<file path="config.mk">
export PLATFORM = sky130hd
export DESIGN_NAME = tnn_serial_neuron
export DESIGN_NICKNAME = d
export VERILOG_FILES = /design/src/rtl/tnn_pkg.sv /design/src/rtl/tnn_lane_mac.sv /design/src/rtl/tnn_serial_neuron.sv
export SDC_FILE = /design/constraint.sdc
export NUM_CORES = 1
export LEC_CHECK = 0
export CELL_PAD_IN_SITES_DETAIL_PLACEMENT = 0
export CELL_PAD_IN_SITES_GLOBAL_PLACEMENT = 1
export CORE_MARGIN = 2
export CORE_UTILIZATION = 42
export DETAILED_ROUTE_END_ITERATION = 7
export PLACE_DENSITY = 0.82
export SLEW_MARGIN = 10
export SYNTH_ARGS = -nofsm -noshare
export SYNTH_HDL_FRONTEND = slang
export SYNTH_HIERARCHICAL = 1
export SYNTH_SLANG_ARGS = --single-unit
</file>
<file path="constraint.sdc">
create_clock -name clk -period 6.05 [get_ports clk]
set_input_delay 0.605 -clock clk [delete_from_list [all_inputs] [get_ports clk]]
set_output_delay 0.605 -clock clk [all_outputs]
set_load 0.01 [all_outputs]
</file>
<file path="src/rtl/tnn_pkg.sv">
// Shared definitions for the ternary neural-network datapath: weight codes,
// accumulator sizing and the serial neuron's FSM states.
package tnn_pkg;

    localparam logic [1:0] W_ZERO = 2'b00;
    localparam logic [1:0] W_POS  = 2'b01;
    localparam logic [1:0] W_NEG  = 2'b11;
    localparam logic [1:0] W_RSV  = 2'b10;

    typedef enum logic [1:0] {
        ST_IDLE  = 2'd0,
        ST_ACCUM = 2'd1,
        ST_DONE  = 2'd2
    } tnn_state_e;

    // Magnitude of N_IN full-scale products plus one bit for the sign.
    function automatic int tnn_acc_w(input int n_in, input int in_w);
        return in_w + $clog2(n_in + 1) + 1;
    endfunction

endpackage

</file>
<file path="src/rtl/tnn_lane_mac.sv">
// Combinational ternary multiply-accumulate across one beat of LANES features.
// Masked-off lanes and reserved weight codes contribute nothing to the sum.
module tnn_lane_mac
    import tnn_pkg::*;
#(
    parameter int LANES = 1,
    parameter int IN_W  = 2,
    parameter int ACC_W = 6
) (
    input  logic [LANES*IN_W-1:0]  x,
    input  logic [2*LANES-1:0]     w,
    input  logic [LANES-1:0]       lane_en,
    output logic signed [ACC_W-1:0] psum,
    output logic                   rsv
);

    always_comb begin
        psum = '0;
        rsv  = 1'b0;
        for (int l = 0; l < LANES; l++) begin
            if (lane_en[l]) begin
                case (w[2*l +: 2])
                    W_POS:   psum = psum + $signed({{(ACC_W-IN_W){1'b0}}, x[l*IN_W +: IN_W]});
                    W_NEG:   psum = psum - $signed({{(ACC_W-IN_W){1'b0}}, x[l*IN_W +: IN_W]});
                    W_RSV:   rsv  = 1'b1;
                    default: ;
                endcase
            end
        end
    end

endmodule

</file>
<file path="src/rtl/tnn_serial_neuron.sv">
// Sequential ternary-weight neuron: captures one vector per handshake, folds it
// LANES features per beat, then holds a registered decision and margin.
module tnn_serial_neuron
    import tnn_pkg::*;
#(
    parameter int N_IN    = 5,
    parameter int IN_W    = 2,
    parameter int LANES   = 1,
    parameter bit TIE_OUT = 1'b0,
    localparam int ACC_W  = tnn_acc_w(N_IN, IN_W)
) (
    input  logic                    clk,
    input  logic                    rst,
    input  logic                    s_valid,
    output logic                    s_ready,
    input  logic [N_IN*IN_W-1:0]    s_data,
    input  logic [2*N_IN-1:0]       s_wgt,
    input  logic [ACC_W-1:0]        s_thr,
    output logic                    m_valid,
    input  logic                    m_ready,
    output logic                    m_bit,
    output logic signed [ACC_W-1:0] m_margin,
    output logic                    m_err
);

    localparam int BEATS  = (N_IN + LANES - 1) / LANES;
    localparam int PAD_N  = BEATS * LANES;
    localparam int DATA_W = PAD_N * IN_W;
    localparam int WGT_W  = 2 * PAD_N;
    localparam int BEAT_W = (BEATS > 1) ? $clog2(BEATS) : 1;
    localparam logic [PAD_N-1:0] VLD_INIT = PAD_N'({N_IN{1'b1}});

    tnn_state_e state_q;
    tnn_state_e state_d;

    logic [DATA_W-1:0]       data_q;
    logic [WGT_W-1:0]        wgt_q;
    logic [PAD_N-1:0]        vld_q;
    logic signed [ACC_W-1:0] thr_q;
    logic signed [ACC_W-1:0] acc_q;
    logic [BEAT_W-1:0]       beat_q;
    logic                    err_q;

    logic                    load;
    logic                    beat_en;
    logic                    last_beat;
    logic signed [ACC_W-1:0] lane_psum;
    logic                    lane_rsv;
    logic signed [ACC_W-1:0] beat_sum;
    logic signed [ACC_W-1:0] margin;
    logic                    margin_pos;
    logic                    margin_zero;
    logic                    decision;

    tnn_lane_mac #(
        .LANES (LANES),
        .IN_W  (IN_W),
        .ACC_W (ACC_W)
    ) u_lane_mac (
        .x       (data_q[LANES*IN_W-1:0]),
        .w       (wgt_q[2*LANES-1:0]),
        .lane_en (vld_q[LANES-1:0]),
        .psum    (lane_psum),
        .rsv     (lane_rsv)
    );

    assign last_beat   = (beat_q == BEAT_W'(BEATS - 1));
    assign beat_sum    = acc_q + lane_psum;
    assign margin      = beat_sum - thr_q;
    assign margin_zero = (margin == '0);
    assign margin_pos  = !margin[ACC_W-1] && !margin_zero;
    assign decision    = margin_pos || (margin_zero && TIE_OUT);

    always_ff @(posedge clk) begin
        if (rst) begin
            state_q <= ST_IDLE;
        end else begin
            state_q <= state_d;
        end
    end

    always_comb begin
        state_d = state_q;
        s_ready = 1'b0;
        m_valid = 1'b0;
        load    = 1'b0;
        beat_en = 1'b0;
        case (state_q)
            ST_IDLE: begin
                s_ready = 1'b1;
                if (s_valid) begin
                    load    = 1'b1;
                    state_d = ST_ACCUM;
                end
            end
            ST_ACCUM: begin
                beat_en = 1'b1;
                if (last_beat) begin
                    state_d = ST_DONE;
                end
            end
            ST_DONE: begin
                m_valid = 1'b1;
                if (m_ready) begin
                    state_d = ST_IDLE;
                end
            end
            default: state_d = ST_IDLE;
        endcase
    end

    // Capture registers shift one beat per cycle so lane 0..LANES-1 always
    // holds the current slice; the valid mask shifts alongside to blank padding.
    always_ff @(posedge clk) begin
        if (rst) begin
            data_q   <= '0;
            wgt_q    <= '0;
            vld_q    <= '0;
            thr_q    <= '0;
            acc_q    <= '0;
            beat_q   <= '0;
            err_q    <= 1'b0;
            m_bit    <= 1'b0;
            m_margin <= '0;
            m_err    <= 1'b0;
        end else if (load) begin
            data_q <= DATA_W'(s_data);
            wgt_q  <= WGT_W'(s_wgt);
            vld_q  <= VLD_INIT;
            thr_q  <= s_thr;
            acc_q  <= '0;
            beat_q <= '0;
            err_q  <= 1'b0;
        end else if (beat_en) begin
            data_q <= data_q >> (LANES * IN_W);
            wgt_q  <= wgt_q >> (2 * LANES);
            vld_q  <= vld_q >> LANES;
            acc_q  <= beat_sum;
            beat_q <= beat_q + BEAT_W'(1);
            err_q  <= err_q | lane_rsv;
            if (last_beat) begin
                m_bit    <= decision;
                m_margin <= margin;
                m_err    <= err_q | lane_rsv;
            end
        end
    end

endmodule

</file>
==> flow_summary.yaml, run 1 <==
power_and_ir_drop:
  power_frac_clock_pct: 30.0
  irDropWorstVdd_mv: 0.134
  p_leak_nw: 1.11
  p_comb_share_pct: 16.3
  power.internal_mw: 0.498
  p_seq_share_pct: 53.6
  p_total_mw: 0.678
  p_per_area_mw_per_mm2: 226
  switching_share_pct: 26.7
  p_sw_mw: 0.181
layout:
  area_growth_pct: 19.4
  final_nets: 378
  antennaDiodeCount: 0
  multi_input_area_sq_mm: 0.00132
  n_fill_cell: 585
  utilization_pct: 51.3
  final_layout_size_suffix_gt1_share_pct: 6.31
  regArea_sq_mm: 0.00102
clocking:
  path_clk_slew_ns: 0.09
  cts_tree: "yes"
  post-cts-setup-buffers: 0
  postCtsHoldBufs: 0
  htreeDepth: 2
  clockBufferDepth: 2
  cts_repair_resize_count: 0
  cts.sinks: 51
  cts-root-buf: "clkbuf_8"
  clk_latency_ns: 0.30
  cts_buffers: 5
critical_path:
  critPathMostFrequentCell: "ha_1"
  reg2reg_to: "m_margin[5]$_SDFFE_PP0P_"
  path_class: "flop to flop"
  ff2ff_path_depth: 14
  path_delay_family: "simple AND/OR/NAND/NOR gates"
  cp.required_ns: 6.25
  cp_slowest_cell: "nor3b_2"
  reg2reg_from: "data_q[0]$_SDFFE_PP0P_"
  crit_buf_inv: 1
  worstPathMaxFanout: 4
  cp-end-kind: "flop"
  worst-endpoint-arrival_ns: 3.61
  cpPeakStageDelay_ns: 0.36
  r2r_slack_ns: 2.64
  startpoint_type: "flop"
  crit_chain: "inv_1, ha_1, nor3b_2, ha_1, nor2b_1, o21ai_0, nand3_1, nor2b_1, ha_1, and2b_1, o311a_1, a211oi_2, and3b_1, o31a_2"
placed_design:
  routabilityCongestion: 0.819
  dp_hpwl_mm: 3.79
  port_buffers: 39
route:
  drt_iter0_markers: 111
  wl_per_cell_um: 12.9
  detail-route-antenna-nets: 0
  drt-pass1-iter-count: 4
  route.detailed.drc: 0
  viasPerCell: 5.16
  detail_route.wirelength_mm: 5.25
  vias: 2107
hold_path:
  hold_start: "m_margin[1]$_SDFFE_PP0P_"
  hp-class: "flop to flop"
  hold_end: "m_margin[1]$_SDFFE_PP0P_"
  hold_depth: 2
floorplan:
  die_h_um: 81.4
  initial_core_util_pct: 43.0
  core_sq_mm: 0.00585
  dieArea_sq_mm: 0.00662
  die_x_um: 81.4
  rows: 28
  io_pins: 40
yosys:
  syn_area_sq_mm: 0.00251
  syn_nets: 350
  synth_cells: 305
  yosysUniqueCellTypes: 44
  yosysSeqAreaShare_pct: 40.6
  yosysWarnings: 6
  ys_ff_latch: 51
  syn_area_per_cell_sq_um: 8.24
  async_reset_ff_share_pct: 0
  synth-edff-count: 0
  synth-main-ff-cell: "dfxtp_1"
grt:
  overflow: 0
  grt_max_degree: 44
  antenna_found_initial: 0
  grt_usage_pct: 17.2
  grt_pass1_vias: 1834
  grt_first_pass_wirelength_mm: 8.63
timing:
  hold_violations: 0
  timing_worst_slew_pin_value_ns: 0.708
  rsz0062_at_grt: "no"
  clock_skew_ns: 0.00705
  setup_violations: 0
  setup_tns_ns: 0
  fin_crit_sh_pct: 56.4
  fmax_ghz: 0.293
  finalMaxSlewViolations: 0
  slew_headroom_pct: 52.6
  period_minus_slack_ns: 3.41
outcome:
  status: "complete, no violations"
flow_run:
  maxCapViolCount: 0
==> registers in the layout, summed over array words and instances (netlist names) <==
signal	count
data_q	10
wgt_q	10
acc_q	6
m_margin	6
thr_q	6
vld_q	5
beat_q	3
state_q	2
err_q	1
m_bit	1
m_err	1
==> worst max path at each step <==
stage,start,end,slack [ns],cells after the start
global placement,data_q[0]$_SDFFE_PP0P_,m_margin[5]$_SDFFE_PP0P_,2.81,14
detailed placement,data_q[0]$_SDFFE_PP0P_,m_margin[5]$_SDFFE_PP0P_,2.67,14
finish,data_q[0]$_SDFFE_PP0P_,m_margin[5]$_SDFFE_PP0P_,2.64,14
floorplan,data_q[1]$_SDFFE_PP0P_,m_margin[5]$_SDFFE_PP0P_,2.96,16
CTS,data_q[0]$_SDFFE_PP0P_,m_margin[5]$_SDFFE_PP0P_,2.65,14
global route,data_q[0]$_SDFFE_PP0P_,m_margin[5]$_SDFFE_PP0P_,2.37,14
==> placed cells by master, fill, tap and decap left out, drive strengths merged, types with 3 or more instances in the layout <==
| cell | instances |
|---|---|
| xnor2 | 5 |
| a21oi | 41 |
| clkbuf | 6 |
| dfxtp | 51 |
| a22oi | 16 |
| nand3b | 4 |
| nand3 | 8 |
| clkdlybuf4s50 | 39 |
| nor2b | 5 |
| nor2 | 20 |
| nand2b | 3 |
| inv | 18 |
| nor3 | 12 |
| nand2 | 52 |
| ha | 13 |
| a211oi | 6 |
| o21ai | 5 |
| buf | 3 |
==> per-stage QoR <==
stage	area, sq um	hold slack [ns]	cells	setup WS [ns]
finish	3000	0.458	408	2.64
global route	3000	0.474	408	2.37
CTS	3000	0.460	408	2.65
detailed placement	2910	0.447	401	2.67
global placement	2910	0.442	401	2.81
floorplan	2510	0.436	305	2.96
==> area by class of cell <==
| type | instances | share of cell area (%) |
|---|---|---|
| repair buffers | 42 | 13.8 |
| flip-flops and latches | 51 | 34.0 |
| clock buffers | 6 | 2.75 |
| inverters | 17 | 2.13 |
| well taps | 75 | 3.13 |
| multi-input cells | 216 | 43.9 |
| clock inverters | 1 | 0.292 |
==> cell usage after synthesis, types with 2 or more instances <==
library cell,instances,share of area (%)
buf_2,4,0.80
a21o_1,2,0.60
xnor2_1,5,1.7
o21ai_0,5,1.0
inv_1,17,2.5
a211oi_2,2,1.0
nor2b_1,5,1.2
a22oi_1,16,4.8
nand3b_1,4,1.2
nor2_1,19,2.8
nand2b_1,3,0.75
nand2_1,52,7.8
nand3_1,8,1.6
a211oi_1,4,1.2
xor2_1,2,0.70
dfxtp_1,51,41
clkbuf_1,12,1.8
buf_4,3,0.90
a21oi_1,41,8.2
fa_1,2,1.6
ha_1,13,6.5
and2_1,2,0.50
nor3_1,12,2.4
==> kinds of logic after synthesis <==
group	Yosys count	share of synthesized area, %
compound gates	78	19.8
fa+ha+maj	15	8.06
buf+inv	38	7.02
simple gates	115	21.7
flops	51	40.6
xor+xnor	7	2.44
mux	1	0.398
==> per-layer routing <==
| metal | share of wire, % | track usage [%] | vias to the layer above |
|---|---|---|---|
| met5 | 0 | 0 | - |
| met4 | 2.0 | 6.78 | 0 |
| li1 | - | - | 1097 |
| met2 | 42 | 23.7 | 53 |
| met3 | 4.2 | 3.44 | 10 |
| met1 | 51 | 25.9 | 947 |
==> power by group through the flow <==
stage / clock [mW] / sequential (mW) / combinational [mW]
finish: 0.204 / 0.364 / 0.111
global route: 0.223 / 0.366 / 0.125
CTS: 0.212 / 0.364 / 0.112
detailed placement: 0 / 0.372 / 0.112
global placement: 0 / 0.371 / 0.111
floorplan: 0 / 0.369 / 0.0782
==> tightest hold or removal path, stage by stage, from the launching register on <==
cell	delay (ns)
dfxtp_1	0.32
nand2_1	0.05
a21oi_1	0.05
Power figures use the tool's default switching activity.
==> run 2: changes to the inputs <==
--- a/config.mk
+++ b/config.mk
@@ -8,9 +8,9 @@
 export CELL_PAD_IN_SITES_DETAIL_PLACEMENT = 0
 export CELL_PAD_IN_SITES_GLOBAL_PLACEMENT = 1
 export CORE_MARGIN = 2
-export CORE_UTILIZATION = 42
+export CORE_UTILIZATION = 39
 export DETAILED_ROUTE_END_ITERATION = 7
-export PLACE_DENSITY = 0.82
+export PLACE_DENSITY = 0.77
 export SLEW_MARGIN = 10
 export SYNTH_ARGS = -nofsm -noshare
 export SYNTH_HDL_FRONTEND = slang
==> constraint.sdc (replaced) <==
create_clock -name clk -period 3.3 [get_ports clk]
set_input_delay 0.33 -clock clk [delete_from_list [all_inputs] [get_ports clk]]
set_output_delay 0.33 -clock clk [all_outputs]
set_load 0.01 [all_outputs]
==> run 2 against run 1 <==
  * Final cell count rose by 1.7%
  * Hold slack lost 0.0012 ns
  * Core utilization down 1.6 points
  * Register-to-register slack worse by 2.5 ns
  * Clock skew down 0.0028 ns
  * Worst setup slack lost 2.5 ns
  * Sequential power rose by 84%
  * Die area grew 7.3%
  * Maximum frequency rose by 8.1%
  * Count of clock-buffer cells in the layout decreased by 1
  * Flip-flop and latch count unchanged
  * Critical path depth increased by 1
  * Largest power group unchanged
  * Highest routed layer unchanged
==> flow_summary.yaml, run 2 (synthesis results as in run 1) <==
outcome:
  status: "complete, no violations"
layout:
  final_common_cell: "nand2_1"
  final_layout_size_suffix_gt1_share_pct: 11.2
  final_area_sq_mm: 0.00312
  final_nets: 382
  antennaDiodeCount: 0
  regArea_sq_mm: 0.00102
  reg_top3: "data_q: 10 flops, wgt_q: 10 flops"
  area_growth_pct: 24.0
  multi_input_area_sq_mm: 0.00135
  layout_common_cells: "nand2_1 (52), dfxtp_1 (48), a21oi_1 (40)"
  n_fill_cell: 645
clocking:
  clk_latency_ns: 0.31
  clockBufferDepth: 2
  postCtsHoldBufs: 0
  cts-root-buf: "clkbuf_8"
  htreeDepth: 2
  path_clk_slew_ns: 0.09
  cts.sinks: 51
  cts_tree: "yes"
  cts_buffers: 5
floorplan:
  rows: 29
  core_sq_mm: 0.00628
  die_h_um: 84.3
  initial_core_util_pct: 40.0
  io_pins: 40
  die_x_um: 84.3
  dieArea_sq_mm: 0.00710
route:
  drt_iter0_markers: 69
  drt-pass1-iter-count: 4
  route.detailed.drc: 0
  detail_route.wirelength_mm: 5.61
  detail-route-antenna-nets: 0
  vias: 2122
  viasPerCell: 5.11
  wl_per_cell_um: 13.5
placed_design:
  dp_hpwl_mm: 3.91
  port_buffers: 39
  routabilityCongestion: 0.793
  dpl_cell_area_sq_mm: 0.00292
critical_path:
  reg2reg_from: "data_q[1]$_SDFFE_PP0P_"
  cp.required_ns: 3.53
  startpoint_type: "flop"
  path_class: "flop to flop"
  worst-endpoint-arrival_ns: 3.38
  cp-end-kind: "flop"
  r2r_slack_ns: 0.15
  worstPathMaxFanout: 3
  cp-startpoint: "data_q[1]$_SDFFE_PP0P_"
grt:
  grt_max_degree: 42
  antenna_found_initial: 0
  overflow: 0
  grt_pass1_vias: 1970
  grt_busiest_layer: "met1"
  grt_first_pass_wirelength_mm: 9.41
  met1_usage_pct: 24.5
  grt_use_met2_pct: 23.3
  met3_usage_pct: 3.64
  grt_usage_pct: 16.4
timing:
  setup_violations: 0
  rsz0062_at_grt: "yes"
  clock_skew_ns: 0.00424
  fmax_ghz: 0.317
  hold_violations: 0
  period_minus_slack_ns: 3.15
  finalMaxSlewViolations: 0
  setup_tns_ns: 0
  fin_crit_sh_pct: 95.6
  slew_headroom_pct: 52.7
  timing_worst_slew_pin_value_ns: 0.709
power_and_ir_drop:
  p_per_area_mw_per_mm2: 450
  irDropWorstVdd_mv: 0.256
  p_leak_nw: 1.16
hold_path:
  hold_start: "m_margin[1]$_SDFFE_PP0P_"
  hp-class: "flop to flop"
flow_run:
  maxCapViolCount: 0
[run 2: cell count changes in the layout (fill, tap and decap cells not counted), moves of 2 or more]
cell / before / now
inv_1: 17 / 15
dfxtp_1: 51 / 48
inv_2: 0 / 2
buf_4: 3 / 7
bufinv_16: 0 / 2
ha_1: 13 / 11
dfxtp_2: 0 / 3
[run 2: metrics by stage]
| stage | cells | setup WS (ns) | hold slack (ns) | total power [mW] | utilization [%] |
|---|---|---|---|---|---|
| detailed placement | 404 | 0.00266 | 0.447 | 0.887 | 46.5 |
| CTS | 412 | 0.0518 | 0.461 | 1.41 | 48.7 |
| global route | 415 | -0.0828 | 0.482 | 1.47 | 49.7 |
| global placement | 404 | 0.0802 | 0.443 | 0.885 | 46.5 |
| finish | 415 | 0.146 | 0.457 | 1.40 | 49.7 |
| floorplan | 305 | 0.207 | 0.436 | 0.819 | - |
[run 2: per-layer routing]
layer | part of all wire (%) | up-vias
li1 | - | 1101
met1 | 52 | 965
met2 | 42 | 49
met3 | 4.3 | 7
met4 | 1.4 | 0
met5 | 0 | -
[run 2: worst max-delay path, stage by stage (launching register included)]
cell,delay (ns)
dfxtp_2,0.35
inv_2,0.05
ha_4,0.22
mux2i_1,0.13
nor2_1,0.07
buf_4,0.13
ha_1,0.30
a21o_1,0.18
a21oi_2,0.18
xnor2_1,0.17
ha_1,0.30
o21a_1,0.15
o311a_1,0.14
a211oi_2,0.17
and3b_1,0.22
o41ai_2,0.32
[run 2: where the power goes]
group,internal (mW),switching (mW)
sequential,0.648,0.0196
combinational,0.101,0.112
clock,0.302,0.218
[run 2: worst paths after layout]
kind                                            endpoint  cells after the start
worst min register to register  m_margin[1]$_SDFFE_PP0P_                      2
worst max register to register        m_bit$_SDFFE_PP0P_                     15
worst max-delay path                  m_bit$_SDFFE_PP0P_                     15
worst min-delay path            m_margin[1]$_SDFFE_PP0P_                      2
[run 2: layout make-up]
cell class | instances | area share (%)
clock buffer | 5 | 2.21
tap | 77 | 3.09
sequential | 51 | 32.9
timing repair buffer | 46 | 14.2
inverter | 17 | 2.05
multi-input combinational | 216 | 43.4
clock inverter | 3 | 2.17
[run 2: repair_timing]
item | in CTS | in global routing
setup buffers | 0 | 3
hold endpoints to repair | 0 | 0
resized for setup | 1 | 13
setup endpoints to repair | 2 | 2
pin swaps | 2 | 12
